File: config.mk
export PLATFORM = sky130hd
export DESIGN_NAME = host_mailbox
export DESIGN_NICKNAME = d
export VERILOG_FILES = /design/src/rtl/host_mailbox_pkg.sv /design/src/rtl/host_mailbox_fifo.sv /design/src/rtl/host_mailbox.sv
export SDC_FILE = /design/constraint.sdc
export NUM_CORES = 1
export LEC_CHECK = 0
export BUFFER_PORTS_ARGS = -buffer_cell sky130_fd_sc_hd__buf_2
export CORE_MARGIN = 4
export CORE_UTILIZATION = 45
export DETAILED_ROUTE_END_ITERATION = 8
export PLACE_DENSITY = 0.66
export REMOVE_ABC_BUFFERS = 1
export SLEW_MARGIN = 5
export SYNTH_ARGS = -nofsm -noshare
export SYNTH_HDL_FRONTEND = slang
export SYNTH_HIERARCHICAL = 1
export SYNTH_SLANG_ARGS = --single-unit
File: constraint.sdc
create_clock -name wb_clk_i -period 4.25 [get_ports wb_clk_i]
set_input_delay 0 -clock wb_clk_i [delete_from_list [all_inputs] [get_ports wb_clk_i]]
set_output_delay 0 -clock wb_clk_i [all_outputs]
set_load 0.1 [all_outputs]
File: src/rtl/host_mailbox_pkg.sv
// Shared constants for the CPU-to-host mailbox: register word offsets and STATUS layout.
package host_mailbox_pkg;

  localparam logic [2:0] ADDR_DATA   = 3'd0;
  localparam logic [2:0] ADDR_STATUS = 3'd1;
  localparam logic [2:0] ADDR_EXIT   = 3'd2;

  localparam int STATUS_FULL      = 0;
  localparam int STATUS_EMPTY     = 1;
  localparam int STATUS_OVF       = 2;
  localparam int STATUS_LEVEL_LSB = 8;
  localparam int STATUS_LEVEL_W   = 8;

endpackage

File: src/rtl/host_mailbox_fifo.sv
// Synchronous FIFO for the mailbox: registered level, head word shown combinationally
// (forced to zero while empty).
module host_mailbox_fifo #(
  parameter int DEPTH_LOG2 = 4,
  parameter int DW         = 32
) (
  input  logic                  clk,
  input  logic                  rst,
  input  logic                  push,
  input  logic                  pop,
  input  logic [DW-1:0]         data,
  output logic                  full,
  output logic                  empty,
  output logic [DEPTH_LOG2:0]   level,
  output logic [DW-1:0]         head
);

  localparam int DEPTH   = 1 << DEPTH_LOG2;
  localparam int LEVEL_W = DEPTH_LOG2 + 1;

  logic [DW-1:0]         mem [DEPTH];
  logic [DEPTH_LOG2-1:0] wr_ptr;
  logic [DEPTH_LOG2-1:0] rd_ptr;
  logic                  do_push;
  logic                  do_pop;

  assign full    = (level == LEVEL_W'(DEPTH));
  assign empty   = (level == '0);
  assign do_push = push & ~full;
  assign do_pop  = pop & ~empty;

  // NOTE: sequential state is updated with <= so every flop samples pre-edge values.
  always_ff @(posedge clk or posedge rst) begin
    if (rst) begin
      wr_ptr <= '0;
      rd_ptr <= '0;
      level  <= '0;
    end else begin
      if (do_push) wr_ptr <= wr_ptr + 1'b1;
      if (do_pop)  rd_ptr <= rd_ptr + 1'b1;
      level <= level + LEVEL_W'(do_push) - LEVEL_W'(do_pop);
    end
  end

  // NOTE: storage has no reset; the empty gate on head keeps stale words invisible.
  always_ff @(posedge clk) begin
    if (do_push) mem[wr_ptr] <= data;
  end

  assign head = empty ? '0 : mem[rd_ptr];

endmodule

File: src/rtl/host_mailbox.sv
// Wishbone B3 slave carrying CPU result words and an exit code to the host.
// Optional HOST_MAILBOX_ERR_EN: DATA write while full returns wb_err_o instead of stalling.
module host_mailbox
  import host_mailbox_pkg::*;
#(
  parameter int DEPTH_LOG2 = 4,
  parameter int DW         = 32
) (
  input  logic          wb_clk_i,
  input  logic          wb_rst_i,
  input  logic [2:0]    wb_adr_i,
  input  logic [DW-1:0] wb_dat_i,
  input  logic [3:0]    wb_sel_i,
  input  logic          wb_we_i,
  input  logic          wb_cyc_i,
  input  logic          wb_stb_i,
  input  logic [2:0]    wb_cti_i,
  input  logic [1:0]    wb_bte_i,
  output logic [DW-1:0] wb_dat_o,
  output logic          wb_ack_o,
  output logic          wb_err_o,
  output logic [DW-1:0] host_data_o,
  output logic          host_valid_o,
  input  logic          host_ack_i,
  output logic          exit_valid_o,
  output logic [DW-1:0] exit_code_o
);

  logic                unused;
  logic                req;
  logic                wr_data;
  logic                ack_hit;
  logic                err_hit;
  logic                push;
  logic                pop;
  logic                ovf;
  logic                fifo_full;
  logic                fifo_empty;
  logic [DEPTH_LOG2:0] fifo_level;
  logic [DW-1:0]       status_word;
  logic [DW-1:0]       rd_data;

  assign unused = ^{wb_sel_i, wb_cti_i, wb_bte_i};

  // A new request is only taken when no response is on the bus this cycle.
  assign req     = wb_cyc_i & wb_stb_i & ~wb_ack_o & ~wb_err_o;
  assign wr_data = req & wb_we_i & (wb_adr_i == ADDR_DATA);
  assign ack_hit = req & ~(wr_data & fifo_full);
  assign push    = wr_data & ~fifo_full;
  assign pop     = host_ack_i & ~fifo_empty;

`ifdef HOST_MAILBOX_ERR_EN
  assign err_hit = wr_data & fifo_full;

  always_ff @(posedge wb_clk_i or posedge wb_rst_i) begin
    if (wb_rst_i)     ovf <= 1'b0;
    else if (err_hit) ovf <= 1'b1;
  end
`else
  assign err_hit = 1'b0;
  assign ovf     = 1'b0;
`endif

  host_mailbox_fifo #(
    .DEPTH_LOG2(DEPTH_LOG2),
    .DW        (DW)
  ) u_fifo (
    .clk  (wb_clk_i),
    .rst  (wb_rst_i),
    .push (push),
    .pop  (pop),
    .data (wb_dat_i),
    .full (fifo_full),
    .empty(fifo_empty),
    .level(fifo_level),
    .head (host_data_o)
  );

  assign host_valid_o = ~fifo_empty;

  // NOTE: every variable driven here gets a default first, so no latch is inferred.
  always_comb begin
    status_word = '0;
    status_word[STATUS_FULL]  = fifo_full;
    status_word[STATUS_EMPTY] = fifo_empty;
    status_word[STATUS_OVF]   = ovf;
    status_word[STATUS_LEVEL_LSB +: STATUS_LEVEL_W] = STATUS_LEVEL_W'(fifo_level);
  end

  always_comb begin
    rd_data = '0;
    if (!wb_we_i) begin
      case (wb_adr_i)
        ADDR_STATUS: rd_data = status_word;
        ADDR_EXIT:   rd_data = exit_code_o;
        default:     rd_data = '0;
      endcase
    end
  end

  always_ff @(posedge wb_clk_i or posedge wb_rst_i) begin
    if (wb_rst_i) begin
      wb_ack_o     <= 1'b0;
      wb_err_o     <= 1'b0;
      wb_dat_o     <= '0;
      exit_valid_o <= 1'b0;
      exit_code_o  <= '0;
    end else begin
      wb_ack_o <= ack_hit;
      wb_err_o <= err_hit;
      wb_dat_o <= ack_hit ? rd_data : '0;
      if (ack_hit && wb_we_i && (wb_adr_i == ADDR_EXIT)) begin
        exit_valid_o <= 1'b1;
        exit_code_o  <= wb_dat_i;
      end
    end
  end

endmodule
# Word-level counts from Yosys, hierarchy flattened

Memory sizes are Yosys's and may differ from the RTL's.
Index checks and enable logic that the tools add are counted.
Widths: inputs -> output; s select.

Memory bits (writable): 512
Memories kept: 1
Bits in registers: 79
Input bits: 50

Eq/ne operators: 3
Add/sub/neg operators: 4
Bitwise gates (word level): 14
Reduce and logical (&&, ||, !) cells: 4
Multiplexer cells: 6

Memory list:

| memory     | depth | width | read ports | clocked after memory_dff | wr ports | line                    | text |
|---|---|---|---|---|---|---|---|
| u_fifo.mem | 16    | 32    | 1          | 0                        | 1        | host_mailbox_fifo.sv:21 | `logic [DW-1:0] mem [DEPTH];` |

Operators with widths:

| kind                | count |
|---|---|
| $mux 32             | 3 |
| $pmux 32 s2         | 1 |
| $and 1x1->1         | 10 |
| $add 4x1->4 const B | 2 |
| $add 5x1->5         | 1 |
| $eq 5x5->1 const B  | 1 |
| $logic_not 5->1     | 1 |
| $sub 5x1->5         | 1 |
| $not 1->1           | 4 |
| $eq 3x1->1 const B  | 1 |
| $eq 3x2->1 const B  | 1 |
| $logic_not 3->1     | 1 |
| $logic_and 1x1->1   | 2 |
| $mux 1              | 2 |

# Longest topological paths before layout

Depth after elaboration: 9
Depth in mapped cells: 16
Mapped depth without buffers: 14

# Hierarchy

The synthesis kept the hierarchy.

By module, submodules not included:

| module            | area an instance (sq um) | seq. area each (sq um) | times used | cells each |
|---|---|---|---|---|
| host_mailbox_fifo | 20287.0                  | 15700.1                | 1          | 906 |
| host_mailbox      | 2528.7                   | 1651.6                 | 1          | 162 |

# Worst setup path after synthesis

Ideal clock, no wire load.

Path type: reg2reg
Start point: register wb_ack_o
End point: memory u_fifo.mem[12][0] (enable)
Buffers on the path: 0
Setup time: 0.421 ns
Cell stages (with the launch flop): 5
Arrival time: 3.182 ns
Clock period less this slack: 3.603 ns
Path slack: 0.647 ns
Path through: dfrtp_1 > nand3b_1 > nor4b_1 > nand4_1 > nor2_1

Word-level cells in the longest chain between the ends: 8

Ends and longest elaborated chain:

| item                         | line                    | text |
|---|---|---|
| start, declared              | host_mailbox.sv:20      | `output logic wb_ack_o,` |
| start signal, assigned       | host_mailbox.sv:109     | `wb_ack_o <= ack_hit;` |
| $not 1->1                    | host_mailbox.sv:46      | `assign req = wb_cyc_i & wb_stb_i & ~wb_ack_o & ~wb_err_o;` |
| $and 1x1->1                  | host_mailbox.sv:46      |  |
| $and 1x1->1 (2 in a row)     | host_mailbox.sv:47      | `assign wr_data = req & wb_we_i & (wb_adr_i == ADDR_DATA);` |
| $and 1x1->1                  | host_mailbox.sv:49      | `assign push = wr_data & ~fifo_full;` |
| net push                     | host_mailbox.sv:34      | `logic push;` |
| $and 1x1->1                  | host_mailbox_fifo.sv:29 | `assign do_push = push & ~full;` |
| $mux 1                       | host_mailbox_fifo.sv:47 | `if (do_push) mem[wr_ptr] <= data;` |
| $mux 1 (not written as such) | host_mailbox_fifo.sv:47 |  |
| end, declared                | host_mailbox_fifo.sv:21 |  |

The timed path passes the listed nets, and every way through them passes these cells.

# Final worst setup path

Start point: register u_fifo.level[2]
End point: output port host_data_o[19]

Word-level cells in the longest chain between the ends: 2

Ends and longest elaborated chain:

| item                   | line                    | text |
|---|---|---|
| start, declared        | host_mailbox_fifo.sv:14 | `output logic [DEPTH_LOG2:0] level,` |
| start signal, assigned | host_mailbox_fifo.sv:41 | `level <= level + LEVEL_W'(do_push) - LEVEL_W'(do_pop);` |
| $logic_not 5->1        | host_mailbox_fifo.sv:28 | `assign empty = (level == '0);` |
| $mux 32                | host_mailbox_fifo.sv:50 | `assign head = empty ? '0 : mem[rd_ptr];` |
| end, declared          | host_mailbox.sv:22      | `output logic [DW-1:0] host_data_o,` |

No other way between the ends.

==> flow_summary.toml <==
[yosys]
synthAdderAreaFrac_pct = 0.6910
netlist_area_sq_um = 22820
synth_top_family_by_area = "multiplexers"
synth_area_per_cell_sq_um = 21.36
yosysWarnings = 6
yosysSeqAreaShare_pct = 76.05
ys_types = 44
synthSimpleGateAreaFrac_pct = 2.780
synth_edf_count = 512
synth-compound-area-share_pct = 1.590
synthMuxAreaShare_pct = 16.19
synth-seq-cells = 591
syn_inst = 1068
async_flop_share_pct = 13.37
synthFlopType = "edfxtp_1"
synthXorXnorAreaFrac_pct = 0.3839

[floorplan]
die_area_sq_um = 54370
row_count = 82
die_h_microns = 233.2
dieWidth_microns = 233.2
io_pins = 150
core_area_sq_um = 50170
initial_core_util_pct = 45.48

[layout]
nFillCells = 3897
antennaDiodeCount = 0
mostFrequentLayoutCell = "edfxtp_1"
seq_area_sq_um = 17360
area_delta_synth_final_pct = 17.56
fin_util_pct = 53.46
nets = 1347
multiInputGateArea_sq_um = 5000
drive_above_1_share_pct = 33.08
layout_common_cells = "edfxtp_1, buf_2, mux4_2"

[cts]
h-tree-depth = 2
clock_sinks = 591
path_clk_slew_ns = 0.07
clk_latency_ns = 0.60
ctsLongestPathBuffers = 3
clock_tree.root_cell = "clkbuf_16"
cts_buffers = 58
cts_tree = "yes"
post_cts_buffers = 0

[critical_path]
critPathBufInv = 4
startpoint_type = "flop"
critPathLaunch = "u_fifo/level[2]"
path_cells = "inv_1, ha_1, or4b_1, buf_4, or2b_1, buf_4, o221ai_1, buf_2"
reg2reg_to = "u_fifo/mem[1][16]"
r2r_slack_ns = 0.66
worstReg2RegStart = "u_fifo/level[2]"
cp_common_cell = "buf_4"
endpoint = "host_data_o[19]"
cp.arrival_ns = 3.85
slowest_delay_ns = 0.61
r2r_cells = 9
critPathCaptureType = "output pin"
crit_required_ns = 4.25
cp_max_fo = 21
crit_cells = 8
critPathTopFamily = "buffers and inverters"
crit_slowest_cell = "or2b_1"
critical_path_class = "reg2out"

[timing]
setup_tns_ns = 0
min_period_ns = 3.853
drv_slew = 0
clock_skew_ns = 0.01058
fmax_ghz = 0.2595
max_slew_margin_pct = 15.31
grt_setup_unrepaired = "no"
hold_viol_final = 0
setup_viol = 0
post-route-period-util_pct = 90.66
tightestPinTransition_ns = 1.265
fin_ws_ns = 0.3972

[detailed_routing]
drt_iter0_drc = 911
wl_per_cell_microns = 24.28
num_vias = 11030
first_pass_iters = 5
vias_per_cell = 5.503
ant_nets = 0
drcViolationCount = 0
totalWireLength_microns = 48690

[min_path]
hold_path.class = "in2async"

[placement]
post-dp-hpwl_microns = 28010
io_buffer_count = 139
pre_cts_ws_ns = 0.7585
gp_congestion = 0.7340

[global_route]
antenna_found_initial = 0
grt_usage_pct = 18.23
grt_overflow = 0
grt_pass1_wl_microns = 73690
grt_pass1_vias = 11430
grt_max_degree = 56

[power]
ir_drop_mv = 0.4724
power_w = 0.01845
power_density_nw_per_um2 = 687.9
p_leak_nw = 9.589

[job]
cap_violations = 0

[outcome]
outcome = "complete, no violations"
-- power breakdown --
group,internal (W),switching (W),total (W),leakage (nW)
Combinational,0.00201,0.00467,0.00668,3.04
Sequential,0.00643,0.000315,0.00675,5.64
Clock,0.00290,0.00212,0.00503,0.910
Total,0.0113,0.00711,0.0185,9.59
-- worst min-delay path by stage --
stage,endpoint,startpoint,cells after the start
2_1_floorplan,u_fifo/level[0],wb_rst_i,1
3_3_place_gp,u_fifo/wr_ptr[3],wb_rst_i,2
3_5_place_dp,u_fifo/wr_ptr[3],wb_rst_i,2
4_1_cts,wb_dat_o[20],wb_rst_i,3
5_1_grt,wb_dat_o[20],wb_rst_i,3
6_report,exit_code_o[19],wb_rst_i,3
-- timing repair --
| action | CTS | global route |
|---|---|---|
| resized for setup | 0 | 0 |
| endpoints found under the hold margin | 616 | 0 |
| hold buffers | 43 | 0 |
-- layer usage --
| metal | track usage, % | vias up | routed length (microns) |
|---|---|---|---|
| met4 | 4.838 | 0 | 1030 |
| met2 | 29.43 | 313 | 23850 |
| met5 | 0 | - | 0 |
| li1 | - | 4760 | - |
| met1 | 26.15 | 5896 | 21090 |
| met3 | 3.024 | 65 | 2710 |
-- synth_stat cells, types with 2 or more instances --
master	instances	share of area, %
nor2_1	11	0.18
a22oi_1	7	0.23
mux2_4	29	1.9
mux2i_1	32	1.4
mux2_2	5	0.25
and2_1	37	1.0
inv_1	52	0.86
buf_2	21	0.46
mux4_2	128	13
clkbuf_1	18	0.30
nor4_1	2	0.055
buf_4	6	0.20
xor2_1	4	0.15
edfxtp_1	512	67
nand3_1	35	0.77
buf_6	9	0.44
nand2_1	2	0.033
dfrtp_1	79	8.7
o221ai_1	32	1.2
ha_1	11	0.60
xnor2_1	6	0.23
nor3_1	2	0.044
a21oi_1	3	0.066
nor2b_1	5	0.14
-- logic make-up (layout without fill, tap and decap cells) --
family / after synthesis / count (layout)
buffers and inverters: 108 / 373
and+or+nand+nor: 108 / 108
DFF: 591 / 591
xor gates and xnor gates: 10 / 10
muxes: 194 / 194
AOI/OAI and AO/OA: 44 / 44
adders and majority gates: 12 / 12
other: 1 / 1
-- sequential cells by signal, summed over array words and instances, names as in the netlist --
| name | count |
|---|---|
| exit_code_o | 32 |
| exit_valid_o | 1 |
| u_fifo/level | 5 |
| u_fifo/mem | 512 |
| u_fifo/rd_ptr | 4 |
| u_fifo/wr_ptr | 4 |
| wb_ack_o | 1 |
| wb_dat_o | 32 |
-- worst min-delay path, cell delays in order --
cell and delay [ns]:
dlygate4sd3_1 0.53, buf_2 0.14, clkinv_2 0.45
-- per-stage QoR --
stage	instances	hold WS [ns]	area, sq um
floorplan	1012	-0.1230	22490
global route	2005	0.09066	26820
finish	2005	0.03451	26820
detailed placement	1854	0.09282	24530
global placement	1854	0.09577	24530
CTS	2005	0.02559	26820
-- final cells by class --
type | count | share of cell area [%]
clock inverter | 29 | 1.078
sequential | 591 | 64.72
tap | 672 | 3.135
multi-input combinational | 369 | 18.64
clock buffer | 79 | 5.859
timing repair buffer | 213 | 5.831
inverter | 52 | 0.7324
Power figures use the tool's default switching activity.
